File: src/rtl/text_writer.sv
// text_writer: writer side of the VGA text buffer; turns an ASCII byte stream into
// character-memory writes with cursor tracking, line wrap, line clearing and scroll pulses.
module text_writer #(
   parameter int h_disp = 1280,
   parameter int v_disp = 1024,
   localparam int h_chars = h_disp / 8,
   localparam int v_chars = v_disp / 8,
   localparam int max_chars = h_chars * v_chars,
   localparam int char_addr_width = $clog2(max_chars)
) (
   input  logic                       clk,
   input  logic                       rst_n,
   input  logic                       in_valid,
   input  logic [7:0]                 in_char,
   output logic                       in_ready,
   output logic                       wr_en,
   output logic [char_addr_width-1:0] wr_addr,
   output logic [7:0]                 wr_data,
   output logic                       scroll,
   output logic [char_addr_width-1:0] cursor_addr
);
   localparam int aw = char_addr_width;
   localparam int cw = $clog2(h_chars);
   localparam int rw = $clog2(v_chars);
   localparam int nw = $clog2(h_chars + 1);

   typedef enum logic [1:0] {INIT, IDLE, CLEAR} state_t;

   state_t         state;
   logic [cw-1:0]  col;
   logic [rw-1:0]  row;
   logic [aw-1:0]  line_start;
   logic [nw-1:0]  clr;
   logic           scr_pend;
   logic [aw-1:0]  next_ls;
   logic           last_row;
   logic           printable;
   logic           wrap;

   always_comb begin
      next_ls   = (line_start >= aw'(max_chars - h_chars)) ? '0 : line_start + aw'(h_chars);
      last_row  = row == rw'(v_chars - 1);
      printable = in_char >= 8'h20 && in_char <= 8'h7e;
      wrap      = col == cw'(h_chars - 1);
   end

   always_ff @(posedge clk or negedge rst_n) begin
      if (!rst_n) begin
         state       <= INIT;
         in_ready    <= 1'b0;
         wr_en       <= 1'b0;
         wr_addr     <= '0;
         wr_data     <= 8'h20;
         scroll      <= 1'b0;
         cursor_addr <= '0;
         col         <= '0;
         row         <= '0;
         line_start  <= '0;
         clr         <= '0;
         scr_pend    <= 1'b0;
      end else begin
         case (state)
            INIT: begin
               if (wr_en && wr_addr == aw'(max_chars - 1)) begin
                  wr_en    <= 1'b0;
                  in_ready <= 1'b1;
                  state    <= IDLE;
               end else begin
                  wr_en   <= 1'b1;
                  wr_addr <= wr_en ? wr_addr + 1'b1 : '0;
                  wr_data <= 8'h20;
               end
            end
            IDLE: begin
               wr_en  <= 1'b0;
               scroll <= 1'b0;
               if (in_valid) begin
                  if (printable) begin
                     wr_en   <= 1'b1;
                     wr_addr <= cursor_addr;
                     wr_data <= in_char;
                  end
                  if (printable && !wrap) begin
                     col         <= col + 1'b1;
                     cursor_addr <= cursor_addr + 1'b1;
                  end else if (printable || in_char == 8'h0a) begin
                     col         <= '0;
                     line_start  <= next_ls;
                     cursor_addr <= next_ls;
                     in_ready    <= 1'b0;
                     state       <= CLEAR;
                     scr_pend    <= last_row;
                     if (!last_row) row <= row + 1'b1;
                     // a bare newline starts clearing right away; a wrapping printable writes itself first
                     clr <= printable ? nw'(0) : nw'(1);
                     if (!printable) begin
                        wr_en   <= 1'b1;
                        wr_addr <= next_ls;
                        wr_data <= 8'h20;
                        scroll  <= last_row;
                     end
                  end else if (in_char == 8'h0d) begin
                     col         <= '0;
                     cursor_addr <= line_start;
                  end else if (in_char == 8'h08 && col != '0) begin
                     col         <= col - 1'b1;
                     cursor_addr <= cursor_addr - 1'b1;
                     wr_en       <= 1'b1;
                     wr_addr     <= cursor_addr - 1'b1;
                     wr_data     <= 8'h20;
                  end
               end
            end
            CLEAR: begin
               if (clr == nw'(h_chars)) begin
                  wr_en    <= 1'b0;
                  scroll   <= 1'b0;
                  in_ready <= 1'b1;
                  state    <= IDLE;
               end else begin
                  wr_en   <= 1'b1;
                  wr_addr <= line_start + aw'(clr);
                  wr_data <= 8'h20;
                  scroll  <= scr_pend && clr == '0;
                  clr     <= clr + 1'b1;
               end
            end
            default: state <= INIT;
         endcase
      end
   end
endmodule

File: config.mk
export PLATFORM = sky130hd
export DESIGN_NAME = text_writer
export DESIGN_NICKNAME = d
export VERILOG_FILES = /design/src/rtl/text_writer.sv
export SDC_FILE = /design/constraint.sdc
export NUM_CORES = 1
export LEC_CHECK = 0
export BUFFER_PORTS_ARGS = -buffer_cell sky130_fd_sc_hd__buf_2
export CAP_MARGIN = 20
export CORE_UTILIZATION = 50
export CTS_BUF_LIST = sky130_fd_sc_hd__clkbuf_16
export DETAILED_ROUTE_END_ITERATION = 10
export MAX_ROUTING_LAYER = met4
export PLACE_DENSITY = 0.68
export SYNTH_ARGS = -nofsm -noshare
export SYNTH_HDL_FRONTEND = slang
export SYNTH_SLANG_ARGS = --single-unit
File: constraint.sdc
create_clock -name clk -period 3.4 [get_ports clk]
set_input_delay 0.68 -clock clk [delete_from_list [all_inputs] [get_ports clk]]
set_output_delay 0.68 -clock clk [all_outputs]
set_load 0.02 [all_outputs]
==> impl_metrics.csv, run 1 <==
group,metric,value,unit
status,status,"finished clean",
global_route,grt_use_total,0.342,
cells_and_area,finalNetCount,895,
placement,place_inst,1023,
cells_and_area,drive_gt1_frac,0.140,
drt,drt_pass1_iterations,5,
logic_synthesis,synth_top_family_by_area,"compound AO/OA/AOI/OAI gates",
drt,drtIter0Drc,616,
logic_synthesis,synth_compound_area_frac,0.288,
cells_and_area,fin_cells,1038,
logic_synthesis,synthFlopType,"dfrtp_1",
cts,cts.sinks,82,
worst_setup_path,cp.required,3.63,ns
drt,wl_per_cell,20.8,um
logic_synthesis,postSynth.asyncResetShare,1.00,
worst_setup_path,slowest_stage,"and3_1",
floorplan,ios,52,
timing,grt_setup_unrepaired,"no",
worst_setup_path,critical_path.max_stage_delay,0.61,ns
global_route,grt_max_degree,44,
floorplan,rows,41,
logic_synthesis,ys_types,75,
cells_and_area,antenna_cells,0,
global_route,overflow,0,
floorplan,die_area,13500,um2
logic_synthesis,synthXorXnorAreaFrac,0.0552,
floorplan,die_x,116,um
placement,dpl.hpwl,16.0,mm
drt,drc,0,
worst_setup_path,crit_chain,"or4_1 > o311ai_1 > and3_1 > o21ai_1 > a221o_1 > o21ai_0 > a21oi_1",
global_route,grt_first_pass_wirelength,33.8,mm
worst_setup_path,crit_type,"reg2reg",
worst_setup_path,worstPathArrival,3.19,ns
logic_synthesis,synthCells,826,
pwr,powerDensity,277,nW/um2
drt,drt-total-wl,21.6,mm
min_path,hold_path.class,"in2async",
worst_setup_path,crit_start,"line_start[1]$_DFFE_PN0P_",
cts,clockRootBuffer,"clkbuf_16",
logic_synthesis,synth.avg_cell_area,7.87,um2
cells_and_area,most-common-layout-cells,"86 x nand2_1, 81 x dfrtp_1, 78 x nor2_1",
cts,cts_max_level,3,
worst_setup_path,r2r_cells,7,
logic_synthesis,synthMuxAreaShare,0.00981,
pwr,vdd_drop_max,239,uV
floorplan,core,12700,um2
cells_and_area,final_common_cell,"nand2_1",
cells_and_area,syn2layout_area_growth,11.5,%
worst_setup_path,cp-end-kind,"flip-flop",
timing,final_hold_viol_count,0,
logic_synthesis,syn-num-nets,859,
global_route,grt_pass1_vias,6142,
cts,clockBufferDepth,2,
cts,cts-buffers-inserted,9,
worst_setup_path,critPathLaunchType,"flip-flop",
floorplan,die_h,116,um
logic_synthesis,synth_fa_ha_area_frac,0.0435,
logic_synthesis,ys_ff_latch,82,
timing,tightest_slew,0.710,ns
worst_setup_path,r2r-end,"cursor_addr[3]$_DFFE_PN0P_",
global_route,antenna_found_initial,0,
cts,cts.repair.resized,0,
cts,cts_tree,"done",
timing,final.min_clock_period,2.96,ns
cts,clkTransAtPathRegs,0.06,ns
logic_synthesis,ys_warn_count,0,
timing,slew_viol_final,0,
logic_synthesis,synth_edf_count,0,
logic_synthesis,netlist_area,6500,um2
pwr,p_leak,3.14,nW
timing,setup_viol,0,
worst_setup_path,r2r_slack,0.44,ns
worst_setup_path,path_max_fanout,16,
timing,fin_skew,0.0103,ns
placement,gp_congestion,0.957,
timing,relSlewSlack,0.523,
floorplan,initial_core_util,0.513,
worst_setup_path,r2r-start,"line_start[1]$_DFFE_PN0P_",
cts,hold_buffers,0,
timing,fmax,338,MHz
timing,final.setup.tns,0,ns
logic_synthesis,yosys.area_share.simple,0.234,
placement,io_buffer_count,51,
cts,post-cts-setup-buffers,0,
cts,clk_latency,0.36,ns
drt,viasPerCell,6.62,
drt,ant_nets,0,
logic_synthesis,ys_seq_area_frac,0.316,
timing,fin_crit_sh,0.870,
job,maxCapViolCount,0,
drt,via_count,6871,
cells_and_area,fillCellCount,1196,
[final cells by class]
| class | count | area (um2) | share of cell area |
|---|---|---|---|
| repair buffers | 86 | 520 | 0.0718 |
| multi-input cells | 657 | 4100 | 0.566 |
| inverters | 26 | 97.6 | 0.0135 |
| clock buffers | 9 | 225 | 0.0311 |
| well taps | 172 | 215 | 0.0297 |
| flip-flops and latches | 82 | 2050 | 0.283 |
| clock inverters | 6 | 37.5 | 0.00518 |
[stage by stage]
stage / worst slack, ns / util / total power [W] / area [um2] / hold WS [ns]
floorplan: 0.816 / - / 0.00106 / 6500 / 0.384
global placement: 0.458 / 0.551 / 0.00111 / 6990 / 0.460
detailed placement: 0.287 / 0.551 / 0.00112 / 6990 / 0.466
CTS: 0.467 / 0.572 / 0.00201 / 7250 / 0.342
global route: 0.250 / 0.572 / 0.00207 / 7250 / 0.365
finish: 0.441 / 0.572 / 0.00201 / 7250 / 0.316
[where the power goes]
group          internal [W]  total, W  switching, W  leakage, nW
logic             0.0000361  0.000126     0.0000897         1.94
registers          0.000976  0.000976             0         1.08
clock network      0.000485  0.000905      0.000420        0.122
[state kept, by name, summed over array words and instances (netlist names)]
register and count:
cursor_addr 15, line_start 15, wr_addr 15, clr 8
col 8, wr_data 8, row 7, state 2
in_ready 1, scr_pend 1, scroll 1, wr_en 1
[synth_stat cells (6+ instances only)]
cell type	number	area, um2
a211oi_1	7	52.6
a21o_1	8	60.1
a21oi_1	64	320
a22o_1	16	140
a22oi_1	6	45.0
a31oi_1	16	100
and3_1	13	81.3
buf_2	18	90.1
clkbuf_1	43	161
dfrtp_1	81	2030
ha_1	21	263
inv_1	26	97.6
nand2_1	86	323
nand3_1	33	165
nand4_1	10	62.6
nor2_1	78	293
nor2b_1	8	50.1
nor3_1	24	120
nor4_1	14	87.6
o211ai_1	8	60.1
o21ai_0	70	350
o22ai_1	13	81.3
o31ai_1	11	82.6
or4_1	6	45.0
xnor2_1	26	228
xor2_1	15	131
[cells by family after synthesis]
kind of cell               after synthesis
AOI/OAI and AO/OA                      282
adders and majority gates               22
DFF                                     82
buffers and inverters                   87
xor gates and xnor gates                41
and+or+nand+nor                        307
muxes                                    5
[worst max path at each step]
stage,cells after the start,end
final,7,cursor_addr[3]$_DFFE_PN0P_
after global routing,7,cursor_addr[3]$_DFFE_PN0P_
after detailed placement,8,cursor_addr[13]$_DFFE_PN0P_
after global placement,8,cursor_addr[2]$_DFFE_PN0P_
after floorplan,9,col[3]$_DFFE_PN0P_
after CTS,7,cursor_addr[3]$_DFFE_PN0P_
[worst max-delay path, delay by kind of cell, from the launching register on]
kind	cells	cell delay, ns
flops	1	0.55
compound gates	5	1.11
simple gates	2	1.17
[layer usage]
metal | part of all wire | GRT usage | wire [um] | vias up
li1 | - | - | - | 3137
met1 | 0.43 | 0.449 | 9230 | 3321
met2 | 0.46 | 0.522 | 9970 | 342
met3 | 0.071 | 0.0450 | 1540 | 71
met4 | 0.040 | 0.161 | 856 | 0
met5 | 0 | - | 0 | -
(Power assumes the default switching activity.)
==> run 2, diff against run 1 <==
--- a/config.mk
+++ b/config.mk
@@ -7,11 +7,11 @@
 export LEC_CHECK = 0
 export BUFFER_PORTS_ARGS = -buffer_cell sky130_fd_sc_hd__buf_2
 export CAP_MARGIN = 20
-export CORE_UTILIZATION = 50
+export CORE_UTILIZATION = 60
 export CTS_BUF_LIST = sky130_fd_sc_hd__clkbuf_16
 export DETAILED_ROUTE_END_ITERATION = 10
 export MAX_ROUTING_LAYER = met4
-export PLACE_DENSITY = 0.68
+export PLACE_DENSITY = 0.8
 export SYNTH_ARGS = -nofsm -noshare
 export SYNTH_HDL_FRONTEND = slang
 export SYNTH_SLANG_ARGS = --single-unit
==> constraint.sdc (replaced) <==
create_clock -name clk -period 2.8 [get_ports clk]
set_input_delay 0.56 -clock clk [delete_from_list [all_inputs] [get_ports clk]]
set_output_delay 0.56 -clock clk [all_outputs]
set_load 0.02 [all_outputs]
==> run 2 against run 1 <==
Wire length rose by 3.8%. Utilization up 15 points. Combinational power up 34%. Count of clock-buffer cells in the layout is the same. Non-clock buffer count grew 36. Register-to-register slack worse by 0.37 ns. Final cell count about the same. Sequential power increased by 21%.
==> impl_metrics.csv, run 2 (same netlist as run 1, synthesis figures left out) <==
group,metric,value,unit
floorplan,rows,37,
cts,cts_max_level,3,
floorplan,die_h,106,um
status,status,"finished clean",
cells_and_area,drive_gt1_frac,0.179,
global_route,antenna_found_initial,0,
cts,clkTransAtPathRegs,0.07,ns
timing,fin_crit_sh,0.973,
floorplan,ios,52,
global_route,grt_busiest_layer,"met2",
drt,drc,0,
global_route,grt_max_degree,83,
cts,cts.sinks,82,
timing,final.setup.tns,0,ns
drt,via_count,7221,
timing,relSlewSlack,0.447,
worst_setup_path,crit_top_cell,"and3_1",
global_route,use_met2,0.649,
cells_and_area,stdcell_area,7540,um2
cells_and_area,utilization,0.724,
drt,drt_pass1_iterations,6,
worst_setup_path,crit_type,"reg2reg",
cells_and_area,antenna_cells,0,
cells_and_area,largestRegisters,"cursor_addr: 15 flops, line_start: 15 flops, wr_addr: 15 flops",
timing,slew_viol_final,0,
drt,wl_per_cell,21.6,um
worst_setup_path,cp.buffers_inverters,0,
drt,viasPerCell,6.95,
min_path,hold_path.class,"in2async",
worst_setup_path,cp.required,3.09,ns
drt,drt-total-wl,22.4,mm
timing,tightest_slew,0.822,ns
worst_setup_path,cp-end-kind,"flip-flop",
cts,cts-buffers-inserted,9,
worst_setup_path,critPathLaunchType,"flip-flop",
timing,final.min_clock_period,2.73,ns
placement,postPlaceCellArea,7200,um2
timing,grt_setup_unrepaired,"no",
global_route,grt_first_pass_wirelength,35.4,mm
floorplan,core,10400,um2
global_route,grt_use_total,0.419,
worst_setup_path,r2r_cells,8,
cells_and_area,finalNetCount,931,
cts,cts_tree,"done",
worst_setup_path,cp.depth,8,
cts,clockBufferDepth,2,
placement,io_buffer_count,51,
drt,ant_nets,0,
global_route,use_met1,0.545,
cells_and_area,syn2layout_area_growth,16.0,%
pwr,vdd_drop_max,270,uV
timing,fin_skew,0.00641,ns
cts,clockRootBuffer,"clkbuf_16",
cts,clk_latency,0.35,ns
worst_setup_path,slowest_stage,"o31ai_1",
floorplan,die_area,11300,um2
worst_setup_path,crit_chain,"ha_1 > and3_1 > and3_1 > and3_1 > a31oi_2 > nand2_1 > o31ai_1 > a21o_1",
drt,drtIter0Drc,1230,
floorplan,initial_core_util,0.624,
timing,final_hold_viol_count,0,
global_route,overflow,0,
pwr,p_leak,3.34,nW
pwr,powerDensity,334,nW/um2
floorplan,die_x,106,um
job,maxCapViolCount,0,
timing,fmax,367,MHz
worst_setup_path,path_max_fanout,8,
timing,setup_viol,0,
placement,gp_congestion,1.06,
worst_setup_path,critPathTopFamily,"simple AND/OR/NAND/NOR gates",
global_route,grt_pass1_vias,6731,
global_route,use_met3,0.0601,
cells_and_area,most-common-layout-cells,"86 x nand2_1, 81 x dfrtp_1, 78 x nor2_1",
worst_setup_path,worstPathArrival,3.02,ns
cells_and_area,final_common_cell,"nand2_1",
placement,dpl.hpwl,16.6,mm
worst_setup_path,critical_path.max_stage_delay,0.45,ns
==> run 2: final timing paths <==
| kind | slack (ns) | end | from |
|---|---|---|---|
| worst max-delay path | 0.07 | wr_addr[8]$_DFFE_PN0P_ | wr_addr[0]$_DFFE_PN0P_ |
| worst min-delay path | 0.12 | wr_data[3]$_DFFE_PN0P_ | rst_n |
| worst max register to register | 0.07 | wr_addr[8]$_DFFE_PN0P_ | wr_addr[0]$_DFFE_PN0P_ |
| worst min register to register | 0.50 | row[6]$_DFFE_PN0P_ | row[6]$_DFFE_PN0P_ |
| max in group asynchronous | 2.05 | cursor_addr[2]$_DFFE_PN0P_ | rst_n |
| min in group clk | 0.50 | row[6]$_DFFE_PN0P_ | row[6]$_DFFE_PN0P_ |
==> run 2: final cells by class <==
type                    instances  area [um2]
repair buffers                122         823
well taps                     136         170
flip-flops and latches         82        2050
inverters                      26        97.6
clock inverters                 7        60.1
fillers                       843        2880
clock buffers                   9         225
multi-input cells             657        4110
==> run 2: stage by stage <==
step	hold slack (ns)	cells	power [W]	worst slack (ns)
2_1_floorplan	0.264	826	0.00128	0.267
3_3_place_gp	0.462	1020	0.00136	0.149
3_5_place_dp	0.480	1020	0.00136	0.123
4_1_cts	0.444	1036	0.00250	0.106
5_1_grt	0.144	1039	0.00258	0.00844
6_report	0.120	1039	0.00252	0.0744
==> run 2: per-layer routing <==
layer  vias up  wire length (um)
met2       513             10300
met3        98              2310
met5         -                 0
met1      3387              8870
li1       3223                 -
met4         0               990
==> run 2: power by group <==
part	internal, W	switching [W]	total, W	leakage, nW
sequential	0.00118	0	0.00118	1.08
combinational	0.0000557	0.000113	0.000169	2.13
clock	0.000616	0.000547	0.00116	0.137
total	0.00186	0.000661	0.00252	3.34
==> run 2: what timing repair did <==
action,CTS,global route
resized for setup,0,3
hold buffers,0,0
buffers inserted,0,2
endpoints found under the setup margin,0,14
==> run 3, diff against run 2 <==
--- a/config.mk
+++ b/config.mk
@@ -5,11 +5,13 @@
 export SDC_FILE = /design/constraint.sdc
 export NUM_CORES = 1
 export LEC_CHECK = 0
+export ABC_AREA = 1
 export BUFFER_PORTS_ARGS = -buffer_cell sky130_fd_sc_hd__buf_2
 export CAP_MARGIN = 20
 export CORE_UTILIZATION = 60
 export CTS_BUF_LIST = sky130_fd_sc_hd__clkbuf_16
 export DETAILED_ROUTE_END_ITERATION = 10
+export GPL_TIMING_DRIVEN = 0
 export MAX_ROUTING_LAYER = met4
 export PLACE_DENSITY = 0.8
 export SYNTH_ARGS = -nofsm -noshare
==> run 3 against run 2 <==
Synthesized cell count up 26%. Via count up 2.0%. Die area increased by 3.2%. Sequential power about the same. Wire length decreased by 4.4%. First-iteration DRC count fell by 32%. Power up 4.9%. Combinational power fell by 6%. Clock skew is essentially flat. Largest cell class unchanged.
==> impl_metrics.csv, run 3 <==
group,metric,value,unit
global_route,antenna_found_initial,0,
floorplan,ios,52,
cells_and_area,largestRegisters,"cursor_addr: 15 flops, line_start: 15 flops, wr_addr: 15 flops",
logic_synthesis,synthCells,1037,
worst_setup_path,path_max_fanout,10,
global_route,grt_pass1_vias,6777,
worst_setup_path,r2r_slack,0.30,ns
timing,final.setup.tns,0,ns
logic_synthesis,yosys.area.top_type,"dfrtp_1",
drt,drt-total-wl,21.4,mm
cells_and_area,antenna_cells,0,
placement,dpl.hpwl,16.1,mm
placement,io_buffer_count,51,
timing,setup_viol,0,
logic_synthesis,postSynth.asyncResetShare,1.00,
worst_setup_path,worstPathArrival,2.77,ns
timing,fin_crit_sh,0.894,
cts,post-cts-setup-buffers,0,
cells_and_area,finalNetCount,1133,
worst_setup_path,crit_type,"reg2reg",
logic_synthesis,yosysMostFrequentCell,"nand2_1",
drt,viasPerCell,5.92,
logic_synthesis,synth.avg_cell_area,6.48,um2
logic_synthesis,ys_ff_latch,82,
timing,fin_skew,0.00644,ns
worst_setup_path,slowest_stage,"dfrtp_1",
logic_synthesis,ys_warn_count,0,
floorplan,initial_core_util,0.617,
timing,final_hold_viol_count,0,
drt,drtIter0Drc,840,
global_route,grt_first_pass_wirelength,33.8,mm
timing,grt_setup_unrepaired,"no",
global_route,overflow,0,
logic_synthesis,synth_area_leaders,"dfrtp_1 30%, nand2_1 15%, nor2_1 7.4%, inv_1 6.1%, a21oi_1 6.1%",
cts,hold_buffers,0,
timing,relSlewSlack,0.422,
cells_and_area,drive_gt1_frac,0.103,
cts,cts-buffers-inserted,9,
cts,clockRootBuffer,"clkbuf_16",
worst_setup_path,crit_top_cell,"nand2_1",
pwr,p_leak,3.64,nW
timing,fin_hold_ws,0.184,ns
worst_setup_path,cp.buffers_inverters,2,
drt,drt_pass1_iterations,6,
timing,fmax,400,MHz
job,maxCapViolCount,0,
logic_synthesis,syn-num-nets,1070,
floorplan,die_h,108,um
pwr,power,0.00264,W
cts,clkTransAtPathRegs,0.06,ns
drt,drc,0,
global_route,grt_max_degree,43,
cells_and_area,stdcell_area,7490,um2
worst_setup_path,critPathTopFamily,"simple AND/OR/NAND/NOR gates",
logic_synthesis,synthFlopType,"dfrtp_1",
floorplan,die_x,108,um
cts,cts_tree,"done",
cells_and_area,syn2layout_area_growth,11.5,%
worst_setup_path,r2r-start,"line_start[5]$_DFFE_PN0P_",
worst_setup_path,crit_start,"line_start[5]$_DFFE_PN0P_",
cts,clk_latency,0.35,ns
drt,via_count,7365,
pwr,powerDensity,352,nW/um2
cts,cts_max_level,3,
worst_setup_path,cp.required,3.07,ns
cells_and_area,most-common-layout-cells,"266 x nand2_1, 132 x nor2_1, 110 x inv_1",
worst_setup_path,r2r-end,"wr_addr[2]$_DFFE_PN0P_",
global_route,grt_use_total,0.394,
timing,final.min_clock_period,2.50,ns
worst_setup_path,critical_path.max_stage_delay,0.47,ns
status,status,"finished clean",
cts,cts.sinks,82,
placement,postPlaceCellArea,7170,um2
worst_setup_path,r2r_cells,14,
cells_and_area,utilization,0.688,
timing,slew_viol_final,0,
timing,tightest_slew,0.861,ns
drt,ant_nets,0,
floorplan,die_area,11600,um2
drt,wl_per_cell,17.2,um
logic_synthesis,ys_seq_area_frac,0.306,
pwr,vdd_drop_max,413,uV
logic_synthesis,netlist_area,6720,um2
placement,gp_congestion,1.05,
logic_synthesis,synth.top_cell.area_share,0.302,
worst_setup_path,cp-end-kind,"flip-flop",
floorplan,rows,38,
cts,cts.repair.resized,0,
floorplan,core,10900,um2
worst_setup_path,crit_chain,"ha_1 > inv_1 > nand2_1 > nand2_1 > nand2_1 > nand2_1 > nand2_1 > inv_2 > nand2_1 > nand2_1 > o21ai_0 > o21ai_0 > nand2_1 > a21oi_1",
logic_synthesis,ys_types,46,
cells_and_area,final_common_cell,"nand2_1",
worst_setup_path,critPathLaunchType,"flip-flop",
min_path,hold_path.class,"in2async",
logic_synthesis,synthTopCellsByCount,"266 x nand2_1, 132 x nor2_1, 110 x inv_1",
logic_synthesis,synth_edf_count,0,
cts,clockBufferDepth,2,
[run 3: through the flow]
step / setup slack [ns] / cells
3_5_place_dp: 0.210 / 1229
6_report: 0.297 / 1245
3_3_place_gp: 0.243 / 1228
5_1_grt: 0.180 / 1245
2_1_floorplan: 0.716 / 1037
4_1_cts: 0.383 / 1245
[run 3: final cells by class]
class                      count  area [um2]
clock inverter                 7        93.8
clock buffer                   9         225
timing repair buffer          52         278
multi-input combinational    801        4030
buffer                        35         179
tap                          140         175
inverter                     119         452
fill                        1002        3400
sequential                    82        2050
[run 3: metal layers]
| layer | part of all wire | up-vias | GRT usage | routed length [um] |
|---|---|---|---|---|
| met5 | 0 | - | - | 0 |
| met4 | 0.035 | 0 | 0.186 | 751 |
| met3 | 0.089 | 69 | 0.0811 | 1910 |
| met2 | 0.45 | 362 | 0.615 | 9710 |
| met1 | 0.42 | 3398 | 0.489 | 9070 |
| li1 | - | 3536 | - | - |
[run 3: kinds of logic after synthesis]
group	count (synthesis)	synth area share
xor gates and xnor gates	27	0.0352
DFF	82	0.306
and+or+nand+nor	543	0.352
AOI/OAI and AO/OA	209	0.171
adders and majority gates	22	0.0421
buffers and inverters	154	0.0939
[run 3: worst register-to-register path: stages, from the launching register on]
cell	delay, ns
dfrtp_1	0.47
ha_1	0.27
inv_1	0.06
nand2_1	0.10
nand2_1	0.11
nand2_1	0.07
nand2_1	0.12
nand2_1	0.15
inv_2	0.20
nand2_1	0.12
nand2_1	0.07
o21ai_0	0.14
o21ai_0	0.29
nand2_1	0.08
a21oi_1	0.17
[run 3: how the worst max path moves through the flow]
stage | endpoint | slack (ns) | cells after the start
2_1_floorplan | wr_data[4]$_DFFE_PN0P_ | 0.72 | 15
3_3_place_gp | cursor_addr[12]$_DFFE_PN0P_ | 0.24 | 11
3_5_place_dp | cursor_addr[7]$_DFFE_PN0P_ | 0.21 | 11
4_1_cts | wr_addr[2]$_DFFE_PN0P_ | 0.38 | 14
5_1_grt | col[0]$_DFFE_PN0P_ | 0.18 | 13
6_report | wr_addr[2]$_DFFE_PN0P_ | 0.30 | 14
[run 3: where the power goes]
group | leakage, nW | switching [W] | internal [W]
Sequential | 0.950 | 0 | 0.00118
Clock | 0.155 | 0.000517 | 0.000780
Combinational | 2.54 | 0.000119 | 0.0000396
